`config.mk`:
```
export PLATFORM = sky130hd
export DESIGN_NAME = uart_reg_ctrl
export DESIGN_NICKNAME = d
export VERILOG_FILES = /design/src/rtl/uart_pkg.sv /design/src/rtl/uart_rx_capture.sv /design/src/rtl/uart_reg_ctrl.sv
export SDC_FILE = /design/constraint.sdc
export NUM_CORES = 1
export LEC_CHECK = 0
export BUFFER_PORTS_ARGS = -buffer_cell sky130_fd_sc_hd__buf_2
export CELL_PAD_IN_SITES_DETAIL_PLACEMENT = 1
export CELL_PAD_IN_SITES_GLOBAL_PLACEMENT = 2
export CORE_MARGIN = 3
export CORE_UTILIZATION = 22
export CTS_BUF_LIST = sky130_fd_sc_hd__clkbuf_16
export DETAILED_ROUTE_END_ITERATION = 16
export GPL_TIMING_DRIVEN = 1
export PLACE_DENSITY_LB_ADDON = 0.1
export SETUP_SLACK_MARGIN = 0.05
export SLEW_MARGIN = 20
export SYNTH_ARGS = -nofsm -noshare
export SYNTH_HDL_FRONTEND = slang
export SYNTH_SLANG_ARGS = --single-unit
```
`constraint.sdc`:
```
create_clock -name clk_i -period 4 [get_ports clk_i]
set_input_delay 0.4 -clock clk_i [delete_from_list [all_inputs] [get_ports clk_i]]
set_output_delay 0.4 -clock clk_i [all_outputs]
set_load 0.03 [all_outputs]
```
`src/rtl/uart_pkg.sv`:
```
// Shared register map, bit positions and TX FSM encoding for the UART register controller.
package uart_pkg;

    localparam int unsigned STAT_IDX = 0;
    localparam int unsigned CTRL_IDX = 1;
    localparam int unsigned TX_IDX   = 2;
    localparam int unsigned RX_IDX   = 3;

    localparam int unsigned CTRL_TX_EN    = 0;
    localparam int unsigned CTRL_RX_EN    = 1;
    localparam int unsigned CTRL_TX_START = 2;

    localparam int unsigned STAT_RX_VALID   = 0;
    localparam int unsigned STAT_TX_BUSY    = 1;
    localparam int unsigned STAT_TX_DONE    = 2;
    localparam int unsigned STAT_RX_OVERRUN = 16;

    typedef enum logic [2:0] {
        ST_IDLE = 3'd0,
        ST_LOAD = 3'd1,
        ST_SEND = 3'd2,
        ST_WAIT = 3'd3,
        ST_DONE = 3'd4
    } tx_state_e;

endpackage

```
`src/rtl/uart_rx_capture.sv`:
```
// Received-byte capture: builds the RX register word and the STAT bits to set,
// flagging overrun when a previous byte is still marked valid.
module uart_rx_capture
    import uart_pkg::*;
#(
    parameter int unsigned REG_WIDTH = 32
) (
    input  logic                 rx_en_i,
    input  logic                 rx_valid_i,
    input  logic [7:0]           rx_data_i,
    input  logic                 rx_pending_i,
    output logic                 rx_wr_o,
    output logic [REG_WIDTH-1:0] rx_word_o,
    output logic [REG_WIDTH-1:0] stat_set_o
);

    always_comb begin
        rx_wr_o    = 1'b0;
        rx_word_o  = '0;
        stat_set_o = '0;
        if (rx_en_i && rx_valid_i) begin
            rx_wr_o                     = 1'b1;
            rx_word_o[7:0]              = rx_data_i;
            stat_set_o[STAT_RX_VALID]   = 1'b1;
            stat_set_o[STAT_RX_OVERRUN] = rx_pending_i;
        end
    end

endmodule

```
`src/rtl/uart_reg_ctrl.sv`:
```
// UART register controller: TX FSM driving the transmitter, RX capture, and a
// merged read-modify-write of STAT that defers around CPU STAT reads.
module uart_reg_ctrl
    import uart_pkg::*;
#(
    parameter int unsigned REG_WIDTH = 32,
    parameter int unsigned REG_COUNT = 4
) (
    input  logic                           clk_i,
    input  logic                           rst_i,
    input  logic [REG_COUNT*REG_WIDTH-1:0] periph_data_i,
    input  logic                           cpu_stat_rd_i,
    output logic [REG_COUNT*REG_WIDTH-1:0] periph_data_o,
    output logic [REG_COUNT-1:0]           wr_en_periph_o,
    output logic [7:0]                     tx_data_o,
    output logic                           tx_valid_o,
    input  logic                           tx_ready_i,
    input  logic                           tx_done_i,
    input  logic [7:0]                     rx_data_i,
    input  logic                           rx_valid_i
);

    tx_state_e                      state_q, state_d;
    logic [7:0]                     tx_data_q, tx_data_d;
    logic [REG_COUNT-1:0]           wr_en_q, wr_en_d;
    logic [REG_COUNT*REG_WIDTH-1:0] periph_data_q, periph_data_d;
    logic                           pend_vld_q, pend_vld_d;
    logic [REG_WIDTH-1:0]           pend_set_q, pend_set_d;
    logic [REG_WIDTH-1:0]           pend_clr_q, pend_clr_d;

    logic [REG_WIDTH-1:0] stat_in, ctrl_in, tx_in, stat_base;
    logic [REG_WIDTH-1:0] tx_set, tx_clr, ctrl_word;
    logic                 tx_vld, ctrl_wr;
    logic                 rx_wr;
    logic [REG_WIDTH-1:0] rx_word, rx_set;
    logic [REG_WIDTH-1:0] acc_set, acc_clr;
    logic                 acc_vld;
    logic                 unused_in;

    assign stat_in   = periph_data_i[STAT_IDX*REG_WIDTH +: REG_WIDTH];
    assign ctrl_in   = periph_data_i[CTRL_IDX*REG_WIDTH +: REG_WIDTH];
    assign tx_in     = periph_data_i[TX_IDX*REG_WIDTH +: REG_WIDTH];
    assign unused_in = ^periph_data_i;

    // The bank lags our registered write by a cycle, so an in-flight STAT write is the true base.
    assign stat_base = wr_en_q[STAT_IDX] ? periph_data_q[STAT_IDX*REG_WIDTH +: REG_WIDTH]
                                         : stat_in;

    uart_rx_capture #(
        .REG_WIDTH (REG_WIDTH)
    ) u_rx_capture (
        .rx_en_i      (ctrl_in[CTRL_RX_EN]),
        .rx_valid_i   (rx_valid_i),
        .rx_data_i    (rx_data_i),
        .rx_pending_i (stat_base[STAT_RX_VALID] | pend_set_q[STAT_RX_VALID]),
        .rx_wr_o      (rx_wr),
        .rx_word_o    (rx_word),
        .stat_set_o   (rx_set)
    );

    always_comb begin
        state_d   = state_q;
        tx_data_d = tx_data_q;
        tx_set    = '0;
        tx_clr    = '0;
        tx_vld    = 1'b0;
        ctrl_wr   = 1'b0;
        ctrl_word = ctrl_in;
        unique case (state_q)
            ST_IDLE: begin
                if (ctrl_in[CTRL_TX_EN] && ctrl_in[CTRL_TX_START]) state_d = ST_LOAD;
            end
            ST_LOAD: begin
                tx_data_d                = tx_in[7:0];
                ctrl_wr                  = 1'b1;
                ctrl_word[CTRL_TX_START] = 1'b0;
                tx_vld                   = 1'b1;
                tx_set[STAT_TX_BUSY]     = 1'b1;
                tx_clr[STAT_TX_DONE]     = 1'b1;
                state_d                  = ST_SEND;
            end
            ST_SEND: begin
                if (tx_ready_i) begin
                    state_d = ST_WAIT;
                end else if (!ctrl_in[CTRL_TX_EN]) begin
                    tx_vld               = 1'b1;
                    tx_clr[STAT_TX_BUSY] = 1'b1;
                    tx_clr[STAT_TX_DONE] = 1'b1;
                    state_d              = ST_IDLE;
                end
            end
            ST_WAIT: begin
                if (tx_done_i) state_d = ST_DONE;
            end
            ST_DONE: begin
                tx_vld               = 1'b1;
                tx_clr[STAT_TX_BUSY] = 1'b1;
                tx_set[STAT_TX_DONE] = 1'b1;
                state_d              = ST_IDLE;
            end
            default: state_d = ST_IDLE;
        endcase
    end

    // Newer updates override older pending ones bit by bit; a CPU STAT read parks the lot.
    assign acc_set = (pend_set_q & ~tx_clr) | tx_set | rx_set;
    assign acc_clr = (pend_clr_q & ~(tx_set | rx_set)) | tx_clr;
    assign acc_vld = pend_vld_q | tx_vld | rx_wr;

    always_comb begin
        wr_en_d       = '0;
        periph_data_d = '0;
        pend_vld_d    = 1'b0;
        pend_set_d    = '0;
        pend_clr_d    = '0;
        if (ctrl_wr) begin
            wr_en_d[CTRL_IDX]                                 = 1'b1;
            periph_data_d[CTRL_IDX*REG_WIDTH +: REG_WIDTH] = ctrl_word;
        end
        if (rx_wr) begin
            wr_en_d[RX_IDX]                                 = 1'b1;
            periph_data_d[RX_IDX*REG_WIDTH +: REG_WIDTH] = rx_word;
        end
        if (acc_vld) begin
            if (cpu_stat_rd_i) begin
                pend_vld_d = 1'b1;
                pend_set_d = acc_set;
                pend_clr_d = acc_clr;
            end else begin
                wr_en_d[STAT_IDX]                                 = 1'b1;
                periph_data_d[STAT_IDX*REG_WIDTH +: REG_WIDTH] = (stat_base & ~acc_clr) | acc_set;
            end
        end
    end

    always_ff @(posedge clk_i) begin
        if (rst_i) begin
            state_q       <= ST_IDLE;
            tx_data_q     <= '0;
            wr_en_q       <= '0;
            periph_data_q <= '0;
            pend_vld_q    <= 1'b0;
            pend_set_q    <= '0;
            pend_clr_q    <= '0;
        end else begin
            state_q       <= state_d;
            tx_data_q     <= tx_data_d;
            wr_en_q       <= wr_en_d;
            periph_data_q <= periph_data_d;
            pend_vld_q    <= pend_vld_d;
            pend_set_q    <= pend_set_d;
            pend_clr_q    <= pend_clr_d;
        end
    end

    assign periph_data_o  = periph_data_q;
    assign wr_en_periph_o = wr_en_q;
    assign tx_data_o      = tx_data_q;
    assign tx_valid_o     = (state_q == ST_SEND);

endmodule

```
==> impl_metrics.yaml, run 1 <==
worst_setup_path:
  cp_data_required_time_ps: 4190
  crit_arrival_ps: 2430
  cp_max_fo: 33
  path_class: "register to register"
  end_kind: "register"
  crit_path_start_kind: "register"
placement:
  pre_cts_ws_ps: 1680
  dpl.hpwl_mm: 7.49
  dpl_cell_area_mm2: 0.00438
  gp_congestion: 0.681
  portBuffers: 168
clocking:
  clockRootBuffer: "clkbuf_16"
  clock_sinks: 94
  cts_hold_buffers: 0
  cts.clk_slew.worst_paths_ps: 70
  htreeDepth: 3
  cts-buffers-inserted: 9
  ctsResizeCount: 0
  clk-insertion-delay-late_ps: 340
  postCtsSetupBuffers: 0
  cts_tree: "done"
  cts_buffer_depth: 2
timing:
  tns_ps: 0
  worst_slew_pin_slew_ps: 1050
  min_period_ps: 2240
  finalWorstSetupSlack_ps: 1760
  fin_skew_ps: 5.13
  setup_viol: 0
  fmax_ghz: 0.447
  maxSlewHeadroom: 0.302
  period_share: 0.559
  rsz0062_at_grt: "no"
  slew_violations: 0
  whs_ps: 253
  hold_viol_final: 0
pwr:
  p_total_mw: 2.37
  p_leak_nw: 2.29
  power_density_mw_per_mm2: 505
  vdd_drop_max_mv: 0.229
yosys:
  netlist_instances: 356
  yosysTopAreaCell: "dfxtp_1"
  synth_seq_cells: 94
  ys_warn_count: 0
  synth-edff-count: 0
  ys_top_cells_by_area: "dfxtp_1 (53%), buf_4 (12%), mux2i_1 (8.7%)"
  async_flop_share: 0
  synth_top_area_frac: 0.526
  synth-compound-area-share: 0.0598
  synth.cell_area_mm2: 0.00358
  yosys.area_share.simple: 0.174
  synthFlopType: "dfxtp_1"
  syn_area_per_cell_um2: 10.1
  synthMuxAreaShare: 0.0899
  synth_top_family_by_area: "simple AND/OR/NAND/NOR gates"
  ys_types: 35
  yosys.area_share.xor_xnor: 0
  synthAdderAreaFrac: 0
  ys_seq_area_frac: 0.526
layout:
  final_cell_mix: "buf_2 (168), dfxtp_1 (93), conb_1 (58), and2_1 (42), nor2_1 (41)"
  layout-drive-gt1-share: 0.368
  final_nets: 662
  post-route-cell-area_mm2: 0.00470
  layout_commonest_cell: "buf_2"
  antenna_cells: 0
  areaGrowthSynthToFinish_pct: 31.2
detailed_routing:
  drc: 0
  ant_nets: 0
  drt_pass1_iterations: 4
  first_iter_violations: 37
  routed_wl_mm: 9.89
  wl_per_cell_um: 13.4
  via_per_inst: 3.77
  route.vias.total: 2776
outcome:
  outcome: "finished clean"
grt:
  antenna_found_initial: 0
  grt_pass1_wl_mm: 15.3
  grtUsageTotal: 0.110
  grt_pass1_vias: 2824
  gr-total-overflow: 0
  grt_max_degree: 34
floorplanning:
  die_h_um: 134
  ioPinCount: 283
  num_rows: 45
  initial_core_util: 0.230
  die_x_um: 134
  core_area_mm2: 0.0155
  die_area_mm2: 0.0178
job:
  max_cap_viol_count: 0
min_path:
  hp-class: "input pin to register"
==> final cells by class <==
type	instances	area [um^2]
clock buffers	9	225
clock inverters	7	88.8
fillers	1884	10800
inverters	3	11.3
multi-input cells	243	1380
flip-flops and latches	94	1880
well taps	211	264
repair buffers	169	848
==> critical path, cell delays in order, from the launching register on <==
cell	delay, ps
dfxtp_1	630
nor3b_4	160
or3_4	430
o21ai_4	730
nor2_1	110
==> state kept, by name, indices dropped and copies added (netlist names) <==
| name | cells |
|---|---|
| wr_en_periph_o | 3 |
| pend_clr_q | 4 |
| tx_data_o | 8 |
| state_q | 3 |
| pend_set_q | 4 |
| pend_vld_q | 1 |
| periph_data_o | 71 |
==> routing by layer <==
| metal | GRT usage | vias to the layer above | part of all wire |
|---|---|---|---|
| met5 | 0 | - | 0 |
| met4 | 0.0589 | 0 | 0.029 |
| met3 | 0.0336 | 17 | 0.078 |
| met2 | 0.183 | 124 | 0.48 |
| met1 | 0.127 | 1267 | 0.41 |
| li1 | - | 1368 | - |
==> where the power goes <==
part | leakage, nW | switching, mW | internal, mW | total (mW)
Combinational | 1.37 | 0.290 | 0.136 | 0.427
Clock | 0.155 | 0.360 | 0.544 | 0.904
Sequential | 0.764 | 0.0466 | 0.992 | 1.04
Total | 2.29 | 0.697 | 1.67 | 2.37
==> worst paths after layout <==
path	slack (ps)	endpoint	cells after the start	start
worst max-delay path	1760	periph_data_o[5]	4	state_q[2]
worst min-delay path	250	periph_data_o[58]	2	periph_data_i[58]
worst min register to register	460	tx_data_o[5]	2	tx_data_o[5]
worst max register to register	1760	periph_data_o[5]	4	state_q[2]
==> logic make-up (layout without fill, tap and decap cells) <==
| kind of cell | Yosys count | after routing |
|---|---|---|
| other | 1 | 58 |
| DFF | 94 | 94 |
| AOI/OAI and AO/OA | 32 | 32 |
| and+or+nand+nor | 121 | 121 |
| buffers and inverters | 76 | 188 |
| muxes | 32 | 32 |
==> synth_stat cells, types with 3 or more instances <==
cell,number
a21oi_1,16
and2_1,42
buf_2,8
buf_4,58
buf_6,3
clkbuf_1,4
dfxtp_1,94
mux2i_1,31
nand2_1,22
nor2_1,41
nor2b_1,4
o21ai_0,4
==> metrics by stage <==
step,instances,utilization
global route,736,0.302
global placement,720,0.282
finish,736,0.302
CTS,736,0.302
floorplan,413,-
detailed placement,720,0.282
Note: power is estimated with default switching activity, not from simulation.
==> inputs of run 2 (changes only) <==
--- a/config.mk
+++ b/config.mk
@@ -5,11 +5,12 @@
 export SDC_FILE = /design/constraint.sdc
 export NUM_CORES = 1
 export LEC_CHECK = 0
+export ABC_AREA = 1
 export BUFFER_PORTS_ARGS = -buffer_cell sky130_fd_sc_hd__buf_2
 export CELL_PAD_IN_SITES_DETAIL_PLACEMENT = 1
 export CELL_PAD_IN_SITES_GLOBAL_PLACEMENT = 2
 export CORE_MARGIN = 3
-export CORE_UTILIZATION = 22
+export CORE_UTILIZATION = 18
 export CTS_BUF_LIST = sky130_fd_sc_hd__clkbuf_16
 export DETAILED_ROUTE_END_ITERATION = 16
 export GPL_TIMING_DRIVEN = 1
==> constraint.sdc (replaced) <==
create_clock -name clk_i -period 1.8 [get_ports clk_i]
set_input_delay 0.18 -clock clk_i [delete_from_list [all_inputs] [get_ports clk_i]]
set_output_delay 0.18 -clock clk_i [all_outputs]
set_load 0.03 [all_outputs]
==> impl_metrics.yaml, run 2 <==
pwr:
  intPower_mw: 3.56
  pwr-share-comb: 0.240
  clock_power_share: 0.328
  p_leak_nw: 2.58
  p_sw_frac: 0.341
  power.switching_mw: 1.84
  seqPwrFrac: 0.432
  vdd_drop_max_mv: 0.434
  power_density_mw_per_mm2: 1120
min_path:
  hold_end: "periph_data_o[46]"
  whs_path_depth: 3
  min-delay-start: "periph_data_i[46]"
  hp-class: "input pin to register"
yosys:
  ys_warn_count: 0
  yosys.area_share.xor_xnor: 0
  synth-edff-count: 0
  synthMuxAreaShare: 0.0826
  synth_top_area_frac: 0.518
  async_flop_share: 0
  synthTopCellsByCount: "dfxtp_1 (94), nor2_1 (84), inv_1 (65), buf_4 (58), mux2i_1 (30)"
  synth_seq_cells: 94
  ys_top_cells_by_area: "dfxtp_1 (52%), buf_4 (12%), nor2_1 (8.7%)"
  syn_area_per_cell_um2: 8.76
  synthFlopType: "dfxtp_1"
  yosys.cell_count.top_type: "dfxtp_1"
  synthAdderAreaFrac: 0
  netlist_instances: 415
  synth-compound-area-share: 0.0248
  synth.cell_area_mm2: 0.00363
  synth_top_family_by_area: "buffers and inverters"
  yosysTopAreaCell: "dfxtp_1"
  ys_types: 20
  yosys.area_share.simple: 0.163
  ys_seq_area_frac: 0.518
clocking:
  cts.clk_slew.worst_paths_ps: 70
  ctsResizeCount: 0
  cts_buffer_depth: 2
  postCtsSetupBuffers: 0
  clock_sinks: 94
  clockRootBuffer: "clkbuf_16"
  htreeDepth: 3
  clk-insertion-delay-late_ps: 340
  cts-buffers-inserted: 9
  cts_tree: "done"
  cts_hold_buffers: 0
timing:
  setup_viol: 0
  period_share: 0.881
  hold_viol_final: 0
  min_period_ps: 1590
  rsz0062_at_grt: "yes"
  fmax_ghz: 0.631
  slew_violations: 0
  fin_skew_ps: 7.49
  whs_ps: 40.7
placement:
  portBuffers: 168
  dpl.hpwl_mm: 7.74
  dp.cells: 840
  gp_congestion: 0.659
layout:
  layout_commonest_cell: "buf_2"
  antenna_cells: 0
  largest_reg_flops: 71
  layout-drive-gt1-share: 0.347
  final_nets: 728
  final_cells: 856
  areaGrowthSynthToFinish_pct: 32.9
  final_cell_mix: "buf_2 (168), dfxtp_1 (93), nor2_1 (84), inv_1 (67), conb_1 (58)"
grt:
  grt_max_degree: 34
  antenna_found_initial: 2
  gr-total-overflow: 0
  grt_pass1_wl_mm: 15.6
  grtUsageTotal: 0.0908
  grt_pass1_vias: 3081
worst_setup_path:
  end_kind: "output pin"
  crit_path_start_kind: "register"
  r2r_cells: 5
  reg2reg_slack_ps: 220
  cp_max_fo: 4
  r2r_start: "state_q[0]"
  path_class: "register to output pin"
  rr_endpoint: "periph_data_o[29]"
  cp_data_required_time_ps: 1620
  crit_arrival_ps: 1410
detailed_routing:
  route.vias.total: 2910
  first_iter_violations: 49
  drc: 0
  routed_wl_mm: 10.0
  via_per_inst: 3.40
  ant_nets: 0
  drt_pass1_iterations: 4
  wl_per_cell_um: 11.7
job:
  max_cap_viol_count: 0
floorplanning:
  die_area_mm2: 0.0219
  core_area_mm2: 0.0197
  initial_core_util: 0.185
  die_h_um: 148
  num_rows: 51
  ioPinCount: 283
  die_x_um: 148
outcome:
  outcome: "finished clean"
run 2: final cells by class:
type | count | area, um^2
Fill cell | 2430 | 14800
Sequential cell | 94 | 1880
Multi-Input combinational cell | 241 | 1200
Timing Repair Buffer | 174 | 898
Tap cell | 265 | 332
Inverter | 66 | 248
Clock buffer | 9 | 225
Clock inverter | 7 | 42.5
run 2: layer usage:
layer,track usage,share of wire,up-vias
met5,0,0.0014,-
met4,0.0263,0.011,4
met3,0.0695,0.15,10
met2,0.145,0.45,144
met1,0.0933,0.39,1284
li1,-,-,1468
run 2: how the worst max path moves through the flow:
stage | from | endpoint | slack (ps) | depth (start not counted)
2_1_floorplan | state_q[1] | state_q[0] | 170 | 6
3_3_place_gp | state_q[0] | periph_data_o[16] | 220 | 5
3_5_place_dp | state_q[0] | periph_data_o[29] | 150 | 5
4_1_cts | state_q[0] | periph_data_o[29] | 150 | 5
5_1_grt | state_q[0] | periph_data_o[29] | -5 | 5
6_report | state_q[1] | tx_valid_o | 210 | 3
run 2: stage by stage:
| stage | total power, mW | TNS, ps | worst slack (ps) | utilization | instance area, um^2 |
|---|---|---|---|---|---|
| floorplan | 3.41 | 0 | 166 | - | 3850 |
| global placement | 3.70 | 0 | 223 | 0.232 | 4560 |
| detailed placement | 3.71 | 0 | 150 | 0.232 | 4560 |
| CTS | 5.57 | 0 | 150 | 0.246 | 4830 |
| global route | 5.77 | -5.52 | -4.98 | 0.246 | 4830 |
| finish | 5.40 | 0 | 214 | 0.246 | 4830 |
run 2: kinds of logic (layout without fill, tap and decap cells):
logic type	count (synthesis)	count (layout)
AND/OR/NAND/NOR	135	135
multiplexers	30	30
flip-flops	94	94
other	1	58
AO/OA/AOI/OAI	18	18
buffers and inverters	137	256
run 2: power by group through the flow:
stage | registers [mW] | clock network [mW] | logic [mW]
detailed placement | 2.39 | 0 | 1.33
global route | 2.36 | 1.99 | 1.42
finish | 2.34 | 1.77 | 1.30
CTS | 2.34 | 1.91 | 1.33
floorplan | 2.69 | 0 | 0.721
global placement | 2.38 | 0 | 1.32
run 2: worst max-delay path, cell delays in order (launching register included):
cell and delay (ps):
dfxtp_1 360, inv_1 90, nor3_1 340, buf_2 280
